`src/rtl/fifo_pkg.sv`:
```
// Shared definitions for the byte FIFO and its word packer.
package fifo_pkg;

    localparam int DEF_DATA_WIDTH     = 8;
    localparam int DEF_BYTES_PER_WORD = 4;

    // Packer FSM: FILL accepts bytes, HOLD parks a finished word for the output register.
    typedef enum logic {
        FILL = 1'b0,
        HOLD = 1'b1
    } pack_state_e;

endpackage

```
`src/rtl/fifo_word_packer.sv`:
```
// Drains bytes from a synchronous FIFO and packs them little-endian into
// words on a valid/ready stream; flush emits a partial word with a keep mask.
module fifo_word_packer
    import fifo_pkg::*;
#(
    parameter int DATA_WIDTH     = DEF_DATA_WIDTH,
    parameter int BYTES_PER_WORD = DEF_BYTES_PER_WORD
) (
    input  logic                                 clk,
    input  logic                                 rst_n,
    input  logic                                 fifo_empty,
    input  logic [DATA_WIDTH-1:0]                fifo_dout,
    output logic                                 fifo_rd_en,
    input  logic                                 flush,
    output logic [DATA_WIDTH*BYTES_PER_WORD-1:0] m_data,
    output logic [BYTES_PER_WORD-1:0]            m_keep,
    output logic                                 m_valid,
    input  logic                                 m_ready,
    output logic                                 busy
);

    localparam int N  = BYTES_PER_WORD;
    localparam int CW = $clog2(N + 1);

    logic [N-1:0][DATA_WIDTH-1:0] asm_q, asm_c, ld_data;
    logic [N-1:0]                 ld_keep;
    logic [CW-1:0]                cnt, cnt_c, cnt_n;
    logic                         pending, flush_req, fr_n;
    logic                         out_free, load;
    pack_state_e                  state, state_n;

    assign out_free = !m_valid || m_ready;

    // Read only while filling, with room for every byte already in flight.
    // Gated by rst_n so no strobe reaches the FIFO while held in reset.
    assign fifo_rd_en = rst_n && (state == FILL) && !fifo_empty && !flush_req && !flush &&
                        (((CW+1)'(cnt) + (CW+1)'(pending)) < (CW+1)'(N));

    assign busy = (cnt != '0) || pending || m_valid || flush_req;

    // Land the byte read last cycle into lane cnt.
    always_comb begin
        asm_c = asm_q;
        cnt_c = cnt;
        for (int i = 0; i < N; i++) begin
            if (pending && cnt == CW'(i)) asm_c[i] = fifo_dout;
        end
        if (pending) cnt_c = cnt + CW'(1);
    end

    // Output word image: lanes past the fill count are zeroed, keep marks the rest.
    always_comb begin
        for (int i = 0; i < N; i++) begin
            ld_keep[i] = CW'(i) < cnt_c;
            ld_data[i] = ld_keep[i] ? asm_c[i] : '0;
        end
    end

    // Next-state decisions: emit full words, resolve flushes once nothing is in flight.
    always_comb begin
        load    = 1'b0;
        state_n = state;
        cnt_n   = cnt_c;
        fr_n    = flush_req || flush;
        case (state)
            FILL: begin
                if (cnt_c == CW'(N)) begin
                    // A full word keeps any flush request alive; it clears next cycle at cnt = 0.
                    if (out_free) begin
                        load  = 1'b1;
                        cnt_n = '0;
                    end else begin
                        state_n = HOLD;
                    end
                end else if (flush_req && !pending) begin
                    if (cnt == '0) begin
                        fr_n = 1'b0;
                    end else if (out_free) begin
                        load  = 1'b1;
                        cnt_n = '0;
                        fr_n  = 1'b0;
                    end else begin
                        state_n = HOLD;
                    end
                end
            end
            HOLD: begin
                if (out_free) begin
                    load    = 1'b1;
                    cnt_n   = '0;
                    state_n = FILL;
                    if (cnt != CW'(N)) fr_n = 1'b0;
                end
            end
            default: state_n = FILL;
        endcase
    end

    // State and registered output stream.
    always_ff @(posedge clk or negedge rst_n) begin
        if (!rst_n) begin
            asm_q     <= '0;
            cnt       <= '0;
            pending   <= 1'b0;
            flush_req <= 1'b0;
            state     <= FILL;
            m_data    <= '0;
            m_keep    <= '0;
            m_valid   <= 1'b0;
        end else begin
            asm_q     <= asm_c;
            cnt       <= cnt_n;
            pending   <= fifo_rd_en;
            flush_req <= fr_n;
            state     <= state_n;
            if (load) begin
                m_data  <= ld_data;
                m_keep  <= ld_keep;
                m_valid <= 1'b1;
            end else if (m_ready) begin
                m_valid <= 1'b0;
            end
        end
    end

endmodule

```
`config.mk`:
```
export PLATFORM = sky130hd
export DESIGN_NAME = fifo_word_packer
export DESIGN_NICKNAME = d
export VERILOG_FILES = /design/src/rtl/fifo_pkg.sv /design/src/rtl/fifo_word_packer.sv
export SDC_FILE = /design/constraint.sdc
export NUM_CORES = 1
export LEC_CHECK = 0
export CAP_MARGIN = 20
export CELL_PAD_IN_SITES_DETAIL_PLACEMENT = 0
export CELL_PAD_IN_SITES_GLOBAL_PLACEMENT = 2
export CORE_MARGIN = 2
export CORE_UTILIZATION = 40
export CTS_CLUSTER_SIZE = 20
export DETAILED_ROUTE_END_ITERATION = 8
export PLACE_DENSITY_LB_ADDON = 0.1
export SYNTH_ARGS = -nofsm -noshare
export SYNTH_HDL_FRONTEND = slang
export SYNTH_SLANG_ARGS = --single-unit
```
`constraint.sdc`:
```
create_clock -name clk -period 5.4 [get_ports clk]
set_input_delay 1.08 -clock clk [delete_from_list [all_inputs] [get_ports clk]]
set_output_delay 1.08 -clock clk [all_outputs]
set_load 0.02 [all_outputs]
```
==> results of run 1 <==
routing by layer:
| layer | GRT usage, % | vias up | wire length (um) |
|---|---|---|---|
| met5 | 0 | - | 0 |
| met4 | 5.95 | 0 | 93 |
| met3 | 3.13 | 9 | 237 |
| met2 | 23.8 | 40 | 3060 |
| met1 | 24.4 | 1055 | 3430 |
| li1 | - | 991 | - |
cell usage in the layout (no fill, tap or decap), types with 6 or more instances in the layout:
cell type and count:
clkbuf_8 11, o21ai_0 8, mux2_2 65, a21boi_0 8, ha_1 6, clkdlybuf4s50_1 50
inv_1 7, mux2i_1 11, nor2b_1 18, nand2_1 15, dfrtp_1 75
through the flow:
step	setup WS, ps	power, mW	util [%]	instance area [um^2]
floorplan	1500	1.47	-	3380
global placement	1170	1.75	48.3	3970
detailed placement	1000	1.77	48.5	3980
CTS	990	2.36	51.8	4260
global route	799	2.48	51.8	4260
finish	976	2.33	51.8	4260
final cells by class:
class | instances | area [um^2]
sequential | 75 | 1880
clock inverter | 4 | 120
timing repair buffer | 54 | 534
fill | 757 | 3960
clock buffer | 12 | 155
multi-input combinational | 158 | 1410
inverter | 7 | 26.3
tap | 105 | 131
report_power, final:
part           total [mW]  leakage (nW)  internal [mW]  switching, mW
Combinational       0.894         0.738          0.467          0.427
Clock               0.581         0.137          0.380          0.201
Sequential          0.857         0.954          0.762         0.0950
Total                2.33          1.83           1.61          0.723
worst max path at each step:
| stage | startpoint | to | slack [ps] | depth (start not counted) |
|---|---|---|---|---|
| floorplan | fifo_empty | fifo_rd_en | 1500 | 2 |
| global placement | fifo_empty | fifo_rd_en | 1170 | 4 |
| detailed placement | fifo_empty | fifo_rd_en | 1000 | 4 |
| CTS | fifo_empty | fifo_rd_en | 990 | 4 |
| global route | fifo_empty | fifo_rd_en | 800 | 4 |
| finish | fifo_empty | fifo_rd_en | 980 | 4 |
flip-flops by register name (all words and copies together) (netlist names):
signal and cells:
asm_q 32, m_data 32, pending 1, m_valid 1, cnt 3, m_keep 4, flush_req 1, state 1
Yosys cell counts, types with 4 or more instances:
| master | n | area share, % |
|---|---|---|
| dfrtp_1 | 75 | 55 |
| mux2_2 | 65 | 22 |
| nor2b_1 | 18 | 3.3 |
| nand2_1 | 15 | 1.7 |
| mux2i_1 | 11 | 3.3 |
| a21boi_0 | 8 | 1.8 |
| o21ai_0 | 8 | 1.2 |
| inv_1 | 7 | 0.78 |
| ha_1 | 6 | 2.2 |
| buf_2 | 4 | 0.59 |
| nor2_1 | 4 | 0.44 |
kinds of logic (layout without fill, tap and decap cells):
kind of cell,count (synthesis),in the layout,synth area share (%)
DFF,75,75,55.5
and+or+nand+nor,49,49,8.18
AOI/OAI and AO/OA,26,26,6.18
adders and majority gates,6,6,2.22
buffers and inverters,17,77,2.70
muxes,77,77,25.2
==> out/metrics.cfg, run 1 <==
[critical_path]
rr_worst_depth = 7
r2r_end = m_data[24]
endpoint_kind = output pin
crit_required_ps = 4320
slowest_delay_ps = 740
timing.rr.start = cnt[1]
critPathArrivalTime_ps = 3340
worst-setup-path-type = in2out
cp-start-kind = primary input
cp_top_family = buffers and inverters
cp_max_fo = 2
crit_buf_inv = 2
crit_path_frequent_cell = clkdlybuf4s50_1
reg2reg_slack_ps = 2050
crit_path_cell_trace = clkdlybuf4s50_1, or4b_2, a2111oi_0, clkdlybuf4s50_1
slowest_stage = clkdlybuf4s50_1

[yosys]
netlist_instances = 250
yosysWarningCount = 0
synth-edff-count = 0
syn-num-nets = 269
avgSynthCellArea_um2 = 13.5
yosys.cell_types.count = 29
async_flop_share_pct = 100
netlist_area_mm2 = 0.00338
yosys_register_bits = 75
synth_flop_cell = dfrtp_1
ys_seq_area_share_pct = 55.5

[hold_path]
min_path_type = reg2reg
min_from = m_data[29]
holdPathStages = 1
hold_end = m_data[29]

[routing]
wl_per_cell_um = 16.5
num_vias = 2095
first_pass_iters = 4
drc = 0
drt_wl_total_um = 6830
drt_iter0_markers = 98
ant_nets = 0
viasPerCell = 5.05

[floorplanning]
die_area_mm2 = 0.00921
io_pins = 52
core_mm2 = 0.00822
die_h_um = 96.0
rows = 33
start_util_pct = 41.2
fp.dieW_um = 96.0

[placed_design]
numPortBuffers = 51
dp_cells = 399
post-dp-hpwl_um = 4460
gp_congestion = 0.751

[cts]
cts_tree = done
cts_made_buffers = 9
htree_levels = 3
clock_sinks = 75
clk_latency_ps = 340
clk_pin_slew_ps = 80
cts_root_buffer = clkbuf_8
post_cts_resize_count = 0
post_cts_buffers = 0
hold_buffers = 0
clk_path_buf_depth = 2

[sta]
fin_crit_sh_pct = 81.9
finalHoldViolations = 0
skew_ps = 5.94
finalSetupViolCount = 0
rsz0062_at_grt = no
period_minus_slack_ps = 4420
max_freq_ghz = 0.226
timing.slew.headroom_pct = 36.2
drv_slew = 0
whs_ps = 489
fin_setup_tns_ps = 0
worst_pin_slew_ps = 957

[global_route]
grt_pass1_wl_um = 11200
grt_pass1_vias = 2119
antenna_found_initial = 0
grt_max_degree = 76
grt_use_total_pct = 16.4
gr-total-overflow = 0

[cells_and_area]
num-nets-final = 324
fin_cells = 415
area_delta_synth_final_pct = 25.9
layout-drive-gt1-share_pct = 29.7
antenna_cells = 0

[status]
outcome = finished clean

[pwr]
vdd_drop_max_v = 0.000263
p_leak_nw = 1.83
power_density_mw_per_mm2 = 548

[flow_run]
cap_violations = 0

Note: power is estimated with default switching activity, not from simulation.
==> inputs of run 2 (changes only) <==
--- a/config.mk
+++ b/config.mk
@@ -9,7 +9,7 @@
 export CELL_PAD_IN_SITES_DETAIL_PLACEMENT = 0
 export CELL_PAD_IN_SITES_GLOBAL_PLACEMENT = 2
 export CORE_MARGIN = 2
-export CORE_UTILIZATION = 40
+export CORE_UTILIZATION = 33
 export CTS_CLUSTER_SIZE = 20
 export DETAILED_ROUTE_END_ITERATION = 8
 export PLACE_DENSITY_LB_ADDON = 0.1
==> constraint.sdc (replaced) <==
create_clock -name clk -period 4 [get_ports clk]
set_input_delay 0.8 -clock clk [delete_from_list [all_inputs] [get_ports clk]]
set_output_delay 0.8 -clock clk [all_outputs]
set_load 0.02 [all_outputs]
==> run 2 against run 1 <==
- highest routed layer unchanged
- total power up 27%
- via count down 0.14%
- utilization down 8.8 points
- sequential share of layout area up 0.17 points
- clock-buffer cell count down 1
==> out/metrics.cfg, run 2 (synthesized netlist as in run 1, its figures left out) <==
[critical_path]
cp-start-kind = primary input
cp_max_fo = 2
endpoint_kind = output pin
critPathArrivalTime_ps = 2920
crit_required_ps = 3200
worst-setup-path-type = in2out

[sta]
fin_crit_sh_pct = 92.9
rsz0062_at_grt = no
setup_slack_ps = 284
skew_ps = 9.42
drv_slew = 0
finalHoldViolations = 0
timing.slew.headroom_pct = 64.7
whs_ps = 494
fin_setup_tns_ps = 0
finalSetupViolCount = 0
period_minus_slack_ps = 3720
worst_pin_slew_ps = 515
max_freq_ghz = 0.269

[cells_and_area]
antenna_cells = 0
num-nets-final = 326
fin_cells = 444
layout-drive-gt1-share_pct = 30.2
nFillCells = 917
layout_common_cells = dfrtp_1 (75), mux2_2 (65), clkdlybuf4s50_1 (50), nor2b_1 (18), nand2_1 (15)
area_delta_synth_final_pct = 25.4
final_common_cell = dfrtp_1
biggestRegsByFlops = asm_q (32), m_data (32), m_keep (4)

[pwr]
seqPwrFrac_pct = 39.1
comb_power_share_pct = 40.5
vdd_drop_max_v = 0.000249
power_switching_uw = 985
p_leak_nw = 1.81
power_density_mw_per_mm2 = 699
pwr-share-clk_pct = 20.4
p_int_mw = 1.98
swShare_pct = 33.2

[global_route]
grt_pass1_vias = 2142
grt_pass1_wl_um = 11700
gr-usage-met1_pct = 20.4
grt_max_degree = 76
grtUsageMet3_pct = 2.72
grt_use_met2_pct = 19.3
antenna_found_initial = 0
grt_busiest_layer = met1
gr-total-overflow = 0
grt_use_total_pct = 13.6

[placed_design]
gp_congestion = 0.714
dp_cells = 428
place_ws_ps = 266
post-dp-hpwl_um = 4490
numPortBuffers = 51

[flow_run]
cap_violations = 0

[cts]
clock_sinks = 75
post_cts_resize_count = 0
cts_tree = done
hold_buffers = 0
clk_pin_slew_ps = 80
cts_made_buffers = 9
clk_latency_ps = 340
clk_path_buf_depth = 2
post_cts_buffers = 0
htree_levels = 3
cts_root_buffer = clkbuf_8

[status]
outcome = finished clean

[routing]
ant_nets = 0
drt_wl_total_um = 6980
viasPerCell = 4.71
num_vias = 2092
drc = 0
first_pass_iters = 4
wl_per_cell_um = 15.7
drt_iter0_markers = 57

[floorplanning]
fp.dieW_um = 105
die_area_mm2 = 0.0111
die_h_um = 105
core_mm2 = 0.00986
io_pins = 52
rows = 36
start_util_pct = 34.3

[hold_path]
min_path_type = reg2reg

[run 2: area by class of cell]
type / instances / area [um^2] / area share, %
Sequential cell: 75 / 1880 / 44.2
Multi-Input combinational cell: 158 / 1410 / 33.3
Inverter: 7 / 26.3 / 0.619
Tap cell: 133 / 166 / 3.92
Clock buffer: 11 / 151 / 3.57
Clock inverter: 4 / 48.8 / 1.15
Timing Repair Buffer: 56 / 558 / 13.2
[run 2: power groups by stage]
| stage | clock, mW | sequential [mW] | combinational [mW] |
|---|---|---|---|
| finish | 0.604 | 1.16 | 1.20 |
| global route | 0.653 | 1.20 | 1.32 |
| CTS | 0.622 | 1.16 | 1.23 |
| detailed placement | 0 | 1.18 | 1.22 |
| global placement | 0 | 1.17 | 1.22 |
| floorplan | 0 | 1.28 | 0.704 |
[run 2: per-layer routing]
metal  share of wire [%]  wire length [um]  vias to the layer above
li1                    -                 -                     1000
met1                  52              3610                     1046
met2                  44              3070                       39
met3                 3.1               218                        7
met4                 1.0                71                        0
met5                   0                 0                        -
[run 2: final timing paths]
| path | from | to | slack, ps | cells after the start |
|---|---|---|---|---|
| max | fifo_empty | fifo_rd_en | 280 | 4 |
| min | asm_q[9] | asm_q[9] | 490 | 1 |
| max reg2reg | cnt[1] | m_data[17] | 1030 | 7 |
| min reg2reg | asm_q[9] | asm_q[9] | 490 | 1 |
| max in group asynchronous | rst_n | asm_q[8] | 2890 | 3 |
| min in group asynchronous | rst_n | pending | 520 | 2 |
[run 2: stage by stage]
stage               power, mW  utilization [%]  instance area [um^2]
CTS                      3.01             42.8                  4220
floorplan                1.98                -                  3380
detailed placement       2.40             40.8                  4020
finish                   2.96             43.0                  4240
global placement         2.39             40.8                  4020
global route             3.17             43.0                  4240
[run 2: critical path, cell delays in order]
cell and delay [ps]:
clkdlybuf4s50_1 400, or4b_2 590, a2111oi_0 420, clkdlybuf4s50_1 700
